### src/rtl/hazard_ctrl_pkg.sv
// hazard_ctrl_pkg: shared widths and FSM state encoding for the hazard controller
package hazard_ctrl_pkg;
    localparam int XLEN       = 32;
    localparam int LOAD_WIDTH = 3;
    typedef enum logic {IDLE = 1'b0, MDU_WAIT = 1'b1} state_e;
endpackage

### src/rtl/hazard_ctrl_if.sv
// hazard_ctrl_if: hazard inputs from the pipeline and the stall/bubble controls back to it
interface hazard_ctrl_if;
    import hazard_ctrl_pkg::*;
    logic [4:0]            D_rs1_i, D_rs2_i, DD_dstE_i;
    logic                  D_use_rs1_i, D_use_rs2_i;
    logic [LOAD_WIDTH-1:0] DD_load_op_i;
    logic                  E_mispredict_i, E_mdu_start_i, M_req_i, M_ack_i;
    logic                  F_stall_o, D_stall_o, D_bubble_o, E_stall_o, E_bubble_o;
    logic                  M_stall_o, M_bubble_o, W_bubble_o, busy_o;
    logic [XLEN-1:0]       stall_cnt_o;
    modport master (
        output D_rs1_i, D_rs2_i, DD_dstE_i, D_use_rs1_i, D_use_rs2_i, DD_load_op_i,
               E_mispredict_i, E_mdu_start_i, M_req_i, M_ack_i,
        input  F_stall_o, D_stall_o, D_bubble_o, E_stall_o, E_bubble_o,
               M_stall_o, M_bubble_o, W_bubble_o, busy_o, stall_cnt_o
    );
    modport slave (
        input  D_rs1_i, D_rs2_i, DD_dstE_i, D_use_rs1_i, D_use_rs2_i, DD_load_op_i,
               E_mispredict_i, E_mdu_start_i, M_req_i, M_ack_i,
        output F_stall_o, D_stall_o, D_bubble_o, E_stall_o, E_bubble_o,
               M_stall_o, M_bubble_o, W_bubble_o, busy_o, stall_cnt_o
    );
endinterface

### src/rtl/hazard_ctrl_detect.sv
// hazard_detect: load-use compare between the load in E and the sources read in D
module hazard_detect
    import hazard_ctrl_pkg::*;
(
    input  logic [4:0]            rs1_i,
    input  logic [4:0]            rs2_i,
    input  logic                  use_rs1_i,
    input  logic                  use_rs2_i,
    input  logic [LOAD_WIDTH-1:0] load_op_i,
    input  logic [4:0]            dst_i,
    output logic                  load_use_o
);
    // x0 is never a real dependency
    assign load_use_o = (|load_op_i) && (|dst_i) &&
                        ((use_rs1_i && rs1_i == dst_i) || (use_rs2_i && rs2_i == dst_i));
endmodule

### src/rtl/hazard_ctrl.sv
// hazard_ctrl: prioritised stall/bubble generation with multi-cycle mul/div wait FSM
module hazard_ctrl
    import hazard_ctrl_pkg::*;
#(
    parameter int MDU_LAT = 34
) (
    input  logic          clk_i,
    input  logic          rst_n,
    hazard_ctrl_if.slave  hif
);
    state_e          state_q, state_d;
    logic [5:0]      cnt_q, cnt_d;
    logic [XLEN-1:0] stall_cnt_q, stall_cnt_d;
    logic            mem_wait, load_use;
    logic [7:0]      ctrl;

    hazard_detect u_detect (
        .rs1_i      (hif.D_rs1_i),
        .rs2_i      (hif.D_rs2_i),
        .use_rs1_i  (hif.D_use_rs1_i),
        .use_rs2_i  (hif.D_use_rs2_i),
        .load_op_i  (hif.DD_load_op_i),
        .dst_i      (hif.DD_dstE_i),
        .load_use_o (load_use)
    );

    assign mem_wait = hif.M_req_i & ~hif.M_ack_i;

    // ctrl = {F,D,E,M stall, D,E,M,W bubble}
    always_comb begin
        state_d = state_q;
        cnt_d   = cnt_q;
        ctrl    = 8'b0000_0000;
        if (mem_wait)
            ctrl = 8'b1111_0001;
        else if (state_q == MDU_WAIT) begin
            if (cnt_q == 6'd0)
                state_d = IDLE;
            else begin
                ctrl  = 8'b1110_0010;
                cnt_d = cnt_q - 6'd1;
            end
        end else if (hif.E_mdu_start_i) begin
            ctrl    = 8'b1110_0010;
            state_d = MDU_WAIT;
            cnt_d   = 6'(MDU_LAT - 2);
        end else if (hif.E_mispredict_i)
            ctrl = 8'b0000_1100;
        else if (load_use)
            ctrl = 8'b1100_0100;
        // nops flow downstream while reset is held
        if (!rst_n)
            ctrl = 8'b0000_1111;
        stall_cnt_d = (ctrl[7] && !(&stall_cnt_q)) ? stall_cnt_q + 1'b1 : stall_cnt_q;
    end

    always_ff @(posedge clk_i or negedge rst_n) begin
        if (!rst_n) begin
            state_q     <= IDLE;
            cnt_q       <= 6'd0;
            stall_cnt_q <= '0;
        end else begin
            state_q     <= state_d;
            cnt_q       <= cnt_d;
            stall_cnt_q <= stall_cnt_d;
        end
    end

    assign {hif.F_stall_o, hif.D_stall_o, hif.E_stall_o, hif.M_stall_o,
            hif.D_bubble_o, hif.E_bubble_o, hif.M_bubble_o, hif.W_bubble_o} = ctrl;
    assign hif.busy_o      = state_q != IDLE;
    assign hif.stall_cnt_o = stall_cnt_q;
endmodule

### src/flat_wrapper.sv
// flat-port wrapper written by rule: the top's interface ports become plain ports
module hazard_ctrl_flat import hazard_ctrl_pkg::*;
#(
    parameter int MDU_LAT = 34
)
  (clk_i, rst_n, hif_D_rs1_i, hif_D_rs2_i, hif_DD_dstE_i, hif_D_use_rs1_i, hif_D_use_rs2_i, hif_DD_load_op_i, hif_E_mispredict_i, hif_E_mdu_start_i, hif_M_req_i, hif_M_ack_i, hif_F_stall_o, hif_D_stall_o, hif_D_bubble_o, hif_E_stall_o, hif_E_bubble_o, hif_M_stall_o, hif_M_bubble_o, hif_W_bubble_o, hif_busy_o, hif_stall_cnt_o);
  hazard_ctrl_if hif_i ();
  input  logic clk_i;
  input  logic rst_n;
  input wire logic [$bits(hif_i.D_rs1_i)-1:0] hif_D_rs1_i;
  input wire logic [$bits(hif_i.D_rs2_i)-1:0] hif_D_rs2_i;
  input wire logic [$bits(hif_i.DD_dstE_i)-1:0] hif_DD_dstE_i;
  input wire logic [$bits(hif_i.D_use_rs1_i)-1:0] hif_D_use_rs1_i;
  input wire logic [$bits(hif_i.D_use_rs2_i)-1:0] hif_D_use_rs2_i;
  input wire logic [$bits(hif_i.DD_load_op_i)-1:0] hif_DD_load_op_i;
  input wire logic [$bits(hif_i.E_mispredict_i)-1:0] hif_E_mispredict_i;
  input wire logic [$bits(hif_i.E_mdu_start_i)-1:0] hif_E_mdu_start_i;
  input wire logic [$bits(hif_i.M_req_i)-1:0] hif_M_req_i;
  input wire logic [$bits(hif_i.M_ack_i)-1:0] hif_M_ack_i;
  output wire logic [$bits(hif_i.F_stall_o)-1:0] hif_F_stall_o;
  output wire logic [$bits(hif_i.D_stall_o)-1:0] hif_D_stall_o;
  output wire logic [$bits(hif_i.D_bubble_o)-1:0] hif_D_bubble_o;
  output wire logic [$bits(hif_i.E_stall_o)-1:0] hif_E_stall_o;
  output wire logic [$bits(hif_i.E_bubble_o)-1:0] hif_E_bubble_o;
  output wire logic [$bits(hif_i.M_stall_o)-1:0] hif_M_stall_o;
  output wire logic [$bits(hif_i.M_bubble_o)-1:0] hif_M_bubble_o;
  output wire logic [$bits(hif_i.W_bubble_o)-1:0] hif_W_bubble_o;
  output wire logic [$bits(hif_i.busy_o)-1:0] hif_busy_o;
  output wire logic [$bits(hif_i.stall_cnt_o)-1:0] hif_stall_cnt_o;
  assign hif_i.D_rs1_i = hif_D_rs1_i;
  assign hif_i.D_rs2_i = hif_D_rs2_i;
  assign hif_i.DD_dstE_i = hif_DD_dstE_i;
  assign hif_i.D_use_rs1_i = hif_D_use_rs1_i;
  assign hif_i.D_use_rs2_i = hif_D_use_rs2_i;
  assign hif_i.DD_load_op_i = hif_DD_load_op_i;
  assign hif_i.E_mispredict_i = hif_E_mispredict_i;
  assign hif_i.E_mdu_start_i = hif_E_mdu_start_i;
  assign hif_i.M_req_i = hif_M_req_i;
  assign hif_i.M_ack_i = hif_M_ack_i;
  assign hif_F_stall_o = hif_i.F_stall_o;
  assign hif_D_stall_o = hif_i.D_stall_o;
  assign hif_D_bubble_o = hif_i.D_bubble_o;
  assign hif_E_stall_o = hif_i.E_stall_o;
  assign hif_E_bubble_o = hif_i.E_bubble_o;
  assign hif_M_stall_o = hif_i.M_stall_o;
  assign hif_M_bubble_o = hif_i.M_bubble_o;
  assign hif_W_bubble_o = hif_i.W_bubble_o;
  assign hif_busy_o = hif_i.busy_o;
  assign hif_stall_cnt_o = hif_i.stall_cnt_o;
  hazard_ctrl #(.MDU_LAT(MDU_LAT)) u_core (.clk_i(clk_i), .rst_n(rst_n), .hif(hif_i));
endmodule
### config.mk
export PLATFORM = sky130hd
export DESIGN_NAME = hazard_ctrl_flat
export DESIGN_NICKNAME = d
export VERILOG_FILES = /design/src/rtl/hazard_ctrl_pkg.sv /design/src/rtl/hazard_ctrl_if.sv /design/src/rtl/hazard_ctrl_detect.sv /design/src/rtl/hazard_ctrl.sv /design/src/flat_wrapper.sv
export SDC_FILE = /design/constraint.sdc
export NUM_CORES = 1
export LEC_CHECK = 0
export CELL_PAD_IN_SITES_DETAIL_PLACEMENT = 0
export CELL_PAD_IN_SITES_GLOBAL_PLACEMENT = 1
export CORE_UTILIZATION = 31
export CTS_BUF_LIST = sky130_fd_sc_hd__clkbuf_2 sky130_fd_sc_hd__clkbuf_4 sky130_fd_sc_hd__clkbuf_8
export CTS_CLUSTER_DIAMETER = 200
export DETAILED_ROUTE_END_ITERATION = 10
export PLACE_DENSITY_LB_ADDON = 0.12
export SYNTH_ARGS = -nofsm -noshare
export SYNTH_HDL_FRONTEND = slang
export SYNTH_SLANG_ARGS = --single-unit
export TNS_END_PERCENT = 1
### constraint.sdc
create_clock -name clk_i -period 3.02 [get_ports clk_i]
set_clock_uncertainty 0.05 [all_clocks]
set_input_delay 0.604 -clock clk_i [delete_from_list [all_inputs] [get_ports clk_i]]
set_output_delay 0.604 -clock clk_i [all_outputs]
set_load 0.05 [all_outputs]
# After elaboration in Yosys (flattened, before gate mapping)
# Cells that the tools add are included.
# op_classes
n_addsub	2
mul	0
n_div	0
order_cmp	0
eq_ne	3
shift	0
mux	13
n_bitwise	3
reduce_logical	13
# ops
cell	count
$mux 8	7
$add 32x1->32 const B	1
$reduce_and 32->1	1
$mux 6	3
$eq 5x5->1	2
$logic_not 6->1	1
$sub 6x1->6 const B	1
$logic_and 1x1->1	5
$reduce_or 5->1	1
$mux 1	3
$reduce_and 3->1	1
$reduce_or 3->1	1
$ne 2x2->1 const B	1
$not 1->1	2
$reduce_bool 2->1	1
$and 1x1->1	1
$logic_not 1->1	1
$logic_or 1x1->1	1
# totals
ff_bits	39
latch_bits	0
ramBits	0
mem_bits_ro	0
out_inout_bits	41
memories	0

# Logic depth before layout (Yosys ltp)
# logic_depth
ltp_word	11
ltp_mapped	10

# By module
# From an unflattened synthesis, not the netlist that was laid out.
# unflattened
cells_unflattened	237
area_unflattened_um2	2284.7
# modules_own_cells
mod	instances	cells_each	area_each_um2	seq_area_each_um2
hazard_ctrl	1	220	2153.3	975.9
hazard_detect	1	17	131.4	0.0

# Worst setup path after synthesis
# No wires, ideal clock.
# synth_path
kind	register to output
from	register u_core.state_q (netlist: u_core.hif.busy_o)
to	output hif_F_stall_o
t_arrival_ps	2341
required_time_ps	2366
setup_slack_ps	25
path_stages_with_launch	7
path_buffers	2
cell_sequence	dfrtp_1 > clkbuf_1 > a31oi_1 > o21a_1 > a31oi_2 > inv_1 > buf_4
# synth_between
elab_chain_cells	3
# synth_rtl
item	line	source
from (decl)	hazard_ctrl.sv:11	state_e state_q, state_d;
from (signal assigned)	hazard_ctrl.sv:63	state_q <= state_d;
$mux 8	hazard_ctrl.sv:36	else if (state_q == MDU_WAIT) begin
$mux 8	hazard_ctrl.sv:34	if (mem_wait)
$mux 8	hazard_ctrl.sv:52	if (!rst_n)
to (decl)	flat_wrapper.sv:20	output wire logic [$bits(hif_i.F_stall_o)-1:0] hif_F_stall_o;
# Every way passes these cells.

# Worst setup path after layout
# layout_path
from	input hif_DD_dstE_i[2]
to	output hif_F_stall_o
# layout_between
elab_chain_cells	10
# layout_rtl
item	line	source
from (decl)	flat_wrapper.sv:12	input wire logic [$bits(hif_i.DD_dstE_i)-1:0] hif_DD_dstE_i;
$eq 5x5->1	hazard_ctrl_detect.sv:15	((use_rs1_i && rs1_i == dst_i) || (use_rs2_i && rs2_i == dst_i));
$logic_and 1x1->1	hazard_ctrl_detect.sv:15	
$logic_or 1x1->1	hazard_ctrl_detect.sv:15	
$logic_and 1x1->1 *	hazard_ctrl_detect.sv:14	assign load_use_o = (|load_op_i) && (|dst_i) &&
$mux 8 *	hazard_ctrl.sv:49	else if (load_use)
$mux 8 *	hazard_ctrl.sv:47	end else if (hif.E_mispredict_i)
$mux 8 *	hazard_ctrl.sv:43	end else if (hif.E_mdu_start_i) begin
$mux 8 *	hazard_ctrl.sv:36	
$mux 8 *	hazard_ctrl.sv:34	
$mux 8 *	hazard_ctrl.sv:52	
# Mark *: on every way between the ends. The rest lies on a longest branch, timed or not.

==> impl_metrics.json <==
{
  "leakage_nw": 1.20,
  "peakVddDrop_v": 0.000282,
  "synth_cells": 199,
  "h-tree-depth": 2,
  "synth-seq-area-share_pct": 47.5,
  "clock-root-buffer": "clkbuf_8",
  "nFillCells": 633,
  "finalWorstSetupSlack_ns": 0.0909,
  "fin_nets": 298,
  "place_area_um2": 2830,
  "synthFlopType": "dfrtp_1",
  "p_clk_share_pct": 19.9,
  "cts_tree": "built",
  "slowest_delay_ns": 0.52,
  "gr-total-overflow": 0,
  "finalCritPeriodShare_pct": 97.0,
  "synthXorXnorAreaFrac_pct": 17.5,
  "yosys-top-cells-area": "dfrtp_1 (48%), xnor2_1 (17%), nand3_1 (4.1%)",
  "final_core_util_pct": 45.9,
  "clock_sinks": 39,
  "comb_power_share_pct": 40.0,
  "r2r-start": "u_core.cnt_q[0]",
  "fp.dieW_um": 83.4,
  "maxSlewHeadroom_pct": 56.9,
  "grt_pass1_wl_mm": 7.98,
  "setup-violations-final": 0,
  "hold_viol_final": 0,
  "worst_pin_slew_ns": 0.641,
  "synth_warnings": 0,
  "grt_use_total_pct": 14.1,
  "r2r_cells": 11,
  "ys_types": 40,
  "hold_buffers": 0,
  "async_flop_share_pct": 100,
  "crit_type": "in -> out",
  "start_util_pct": 32.2,
  "antenna_found_initial": 0,
  "required_ns": 2.37,
  "drc": 0,
  "maxSlewViolCount": 0,
  "dp.cells": 339,
  "gp_routability_congestion": 0.795,
  "synth_top_area_share_pct": 47.5,
  "start_kind": "input port",
  "die-area_um2": 6960,
  "fin_crit_ns": 2.93,
  "cpLargestDelayFamily": "buffers and inverters",
  "core_um2": 6390,
  "startpoint": "hif_DD_dstE_i[2]",
  "area_growth_pct": 42.6,
  "muxShareOfSynthArea_pct": 1.04,
  "dp_slack_ns": 0.0680,
  "ys_ff_latch": 39,
  "yosys.area_share.simple_pct": 22.4,
  "synth_top_family_by_area": "simple AND/OR/NAND/NOR gates",
  "final_cells": 348,
  "clk_path_buf_depth": 2,
  "synth_compound_area_share_pct": 7.13,
  "wl_per_cell_um": 13.7,
  "hold_path_class": "in -> async",
  "maxCapViolations": 0,
  "max_freq_mhz": 341,
  "path_max_fanout": 3,
  "drtAntennaViolNets": 0,
  "port_buffers": 66,
  "wl_mm": 4.77,
  "drive_gt1_share_pct": 11.4,
  "synth_fa_ha_area_share_pct": 1.22,
  "top_level_ports": 67,
  "crit_chain": "clkdlybuf4s50_1, or4_1, o32a_1, a31oi_2, inv_1, buf_4",
  "crit_arrival_ns": 2.28,
  "drt_iter0_markers": 119,
  "reg2reg_to": "u_core.hif.stall_cnt_o[6]",
  "p_sw_mw": 0.719,
  "vias": 1712,
  "syn_area_per_cell_um2": 10.3,
  "n_antenna_cell": 0,
  "cpMaxStageDelayCell": "or4_1",
  "avgViaCountPerCell": 4.92,
  "sequentialPowerShare_pct": 40.1,
  "worst-path-stages": 6,
  "synth_edf_count": 0,
  "crit_buf_inv": 3,
  "clkTransAtPathRegs_ns": 0.08,
  "clk_latency_ns": 0.29,
  "internal-power_mw": 1.08,
  "hpwl_mm": 3.40,
  "die_h_um": 83.4,
  "cts-buffers-inserted": 5,
  "dr.pass1.iters": 4,
  "grt_max_degree": 38,
  "rows": 29,
  "yosys-top-cells-count": "dfrtp_1 (39), xnor2_1 (39), nand2_1 (22), nand3_1 (17), nand4_1 (13)",
  "syn_area_um2": 2050,
  "p_sw_share_pct": 40.0,
  "status": "complete, no violations",
  "crit_path_end_kind": "output port",
  "powerDensity_nw_per_um2": 614,
  "synth_fp_nets": 227,
  "grt_pass1_vias": 1669,
  "regToRegSetupSlack_ns": 0.45,
  "stdcell_area_um2": 2930,
  "endpoint": "hif_F_stall_o",
  "yosys.area.top_type": "dfrtp_1"
}
==> flip-flops by register name (all words and copies together), names as in the netlist <==
register,cells
u_core.hif.stall_cnt_o,32
u_core.hif.busy_o,1
u_core.cnt_q,6
==> power by group through the flow <==
stage | Clock (mW) | Sequential (mW) | Combinational [mW]
after floorplan | 0 | 0.885 | 0.310
after global placement | 0 | 0.732 | 0.717
after detailed placement | 0 | 0.730 | 0.722
after CTS | 0.376 | 0.721 | 0.723
after global routing | 0.391 | 0.738 | 0.769
final | 0.358 | 0.722 | 0.720
==> layer usage <==
metal | GRT usage (%) | routed length, um | vias up
met3 | 3.88 | 334 | 6
met2 | 20.6 | 1950 | 57
met4 | 5.08 | 69 | 0
met5 | 0 | 0 | -
li1 | - | - | 836
met1 | 19.9 | 2420 | 813
==> cells in the final DEF, fill, tap and decap left out, types with 3 or more instances in the layout <==
cell type	count
nand4_1	13
buf_4	8
nor2b_1	3
dfrtp_1	39
nand3_1	17
nor2_1	8
nor3_1	4
xnor2_1	39
and3_1	7
clkbuf_8	5
nand2_1	22
inv_1	4
o21ai_0	4
clkdlybuf4s50_1	56
buf_12	5
==> how the worst min path moves through the flow <==
| stage | start | to | slack, ns | depth (start not counted) |
|---|---|---|---|---|
| floorplan | rst_n | u_core.cnt_q[0] | 0.26 | 0 |
| global placement | rst_n | u_core.hif.busy_o | 0.40 | 1 |
| detailed placement | rst_n | u_core.cnt_q[2] | 0.40 | 1 |
| CTS | rst_n | u_core.cnt_q[2] | 0.07 | 1 |
| global route | rst_n | u_core.cnt_q[2] | 0.08 | 1 |
| finish | rst_n | u_core.cnt_q[2] | 0.08 | 1 |
==> cell type report <==
class | count | area (um^2) | area share (%)
inverters | 4 | 15.0 | 0.512
multi-input cells | 149 | 1020 | 34.7
well taps | 77 | 96.3 | 3.29
flip-flops and latches | 39 | 976 | 33.3
clock inverters | 2 | 12.5 | 0.427
clock buffers | 6 | 76.3 | 2.60
repair buffers | 71 | 738 | 25.2
==> what timing repair did <==
item                                    in CTS  in global routing
buffers inserted                             0                  1
endpoints found under the setup margin       0                  2
resized for setup                            0                  2
hold endpoints to repair                     0                  0
==> through the flow <==
stage	TNS [ns]	power, mW	hold slack, ns
2_1_floorplan	0	1.19	0.258
3_3_place_gp	0	1.45	0.398
3_5_place_dp	0	1.45	0.400
4_1_cts	0	1.82	0.0704
5_1_grt	-0.0303	1.90	0.0782
6_report	0	1.80	0.0848
==> kinds of logic (layout without fill, tap and decap cells) <==
| group | after synthesis | in the layout |
|---|---|---|
| AND/OR/NAND/NOR | 86 | 86 |
| flip-flops | 39 | 39 |
| AO/OA/AOI/OAI | 18 | 18 |
| XOR/XNOR | 41 | 41 |
| multiplexers | 2 | 2 |
| adder cells (fa/ha/maj) | 2 | 2 |
| buffers and inverters | 11 | 83 |
(Power assumes the default switching activity.)
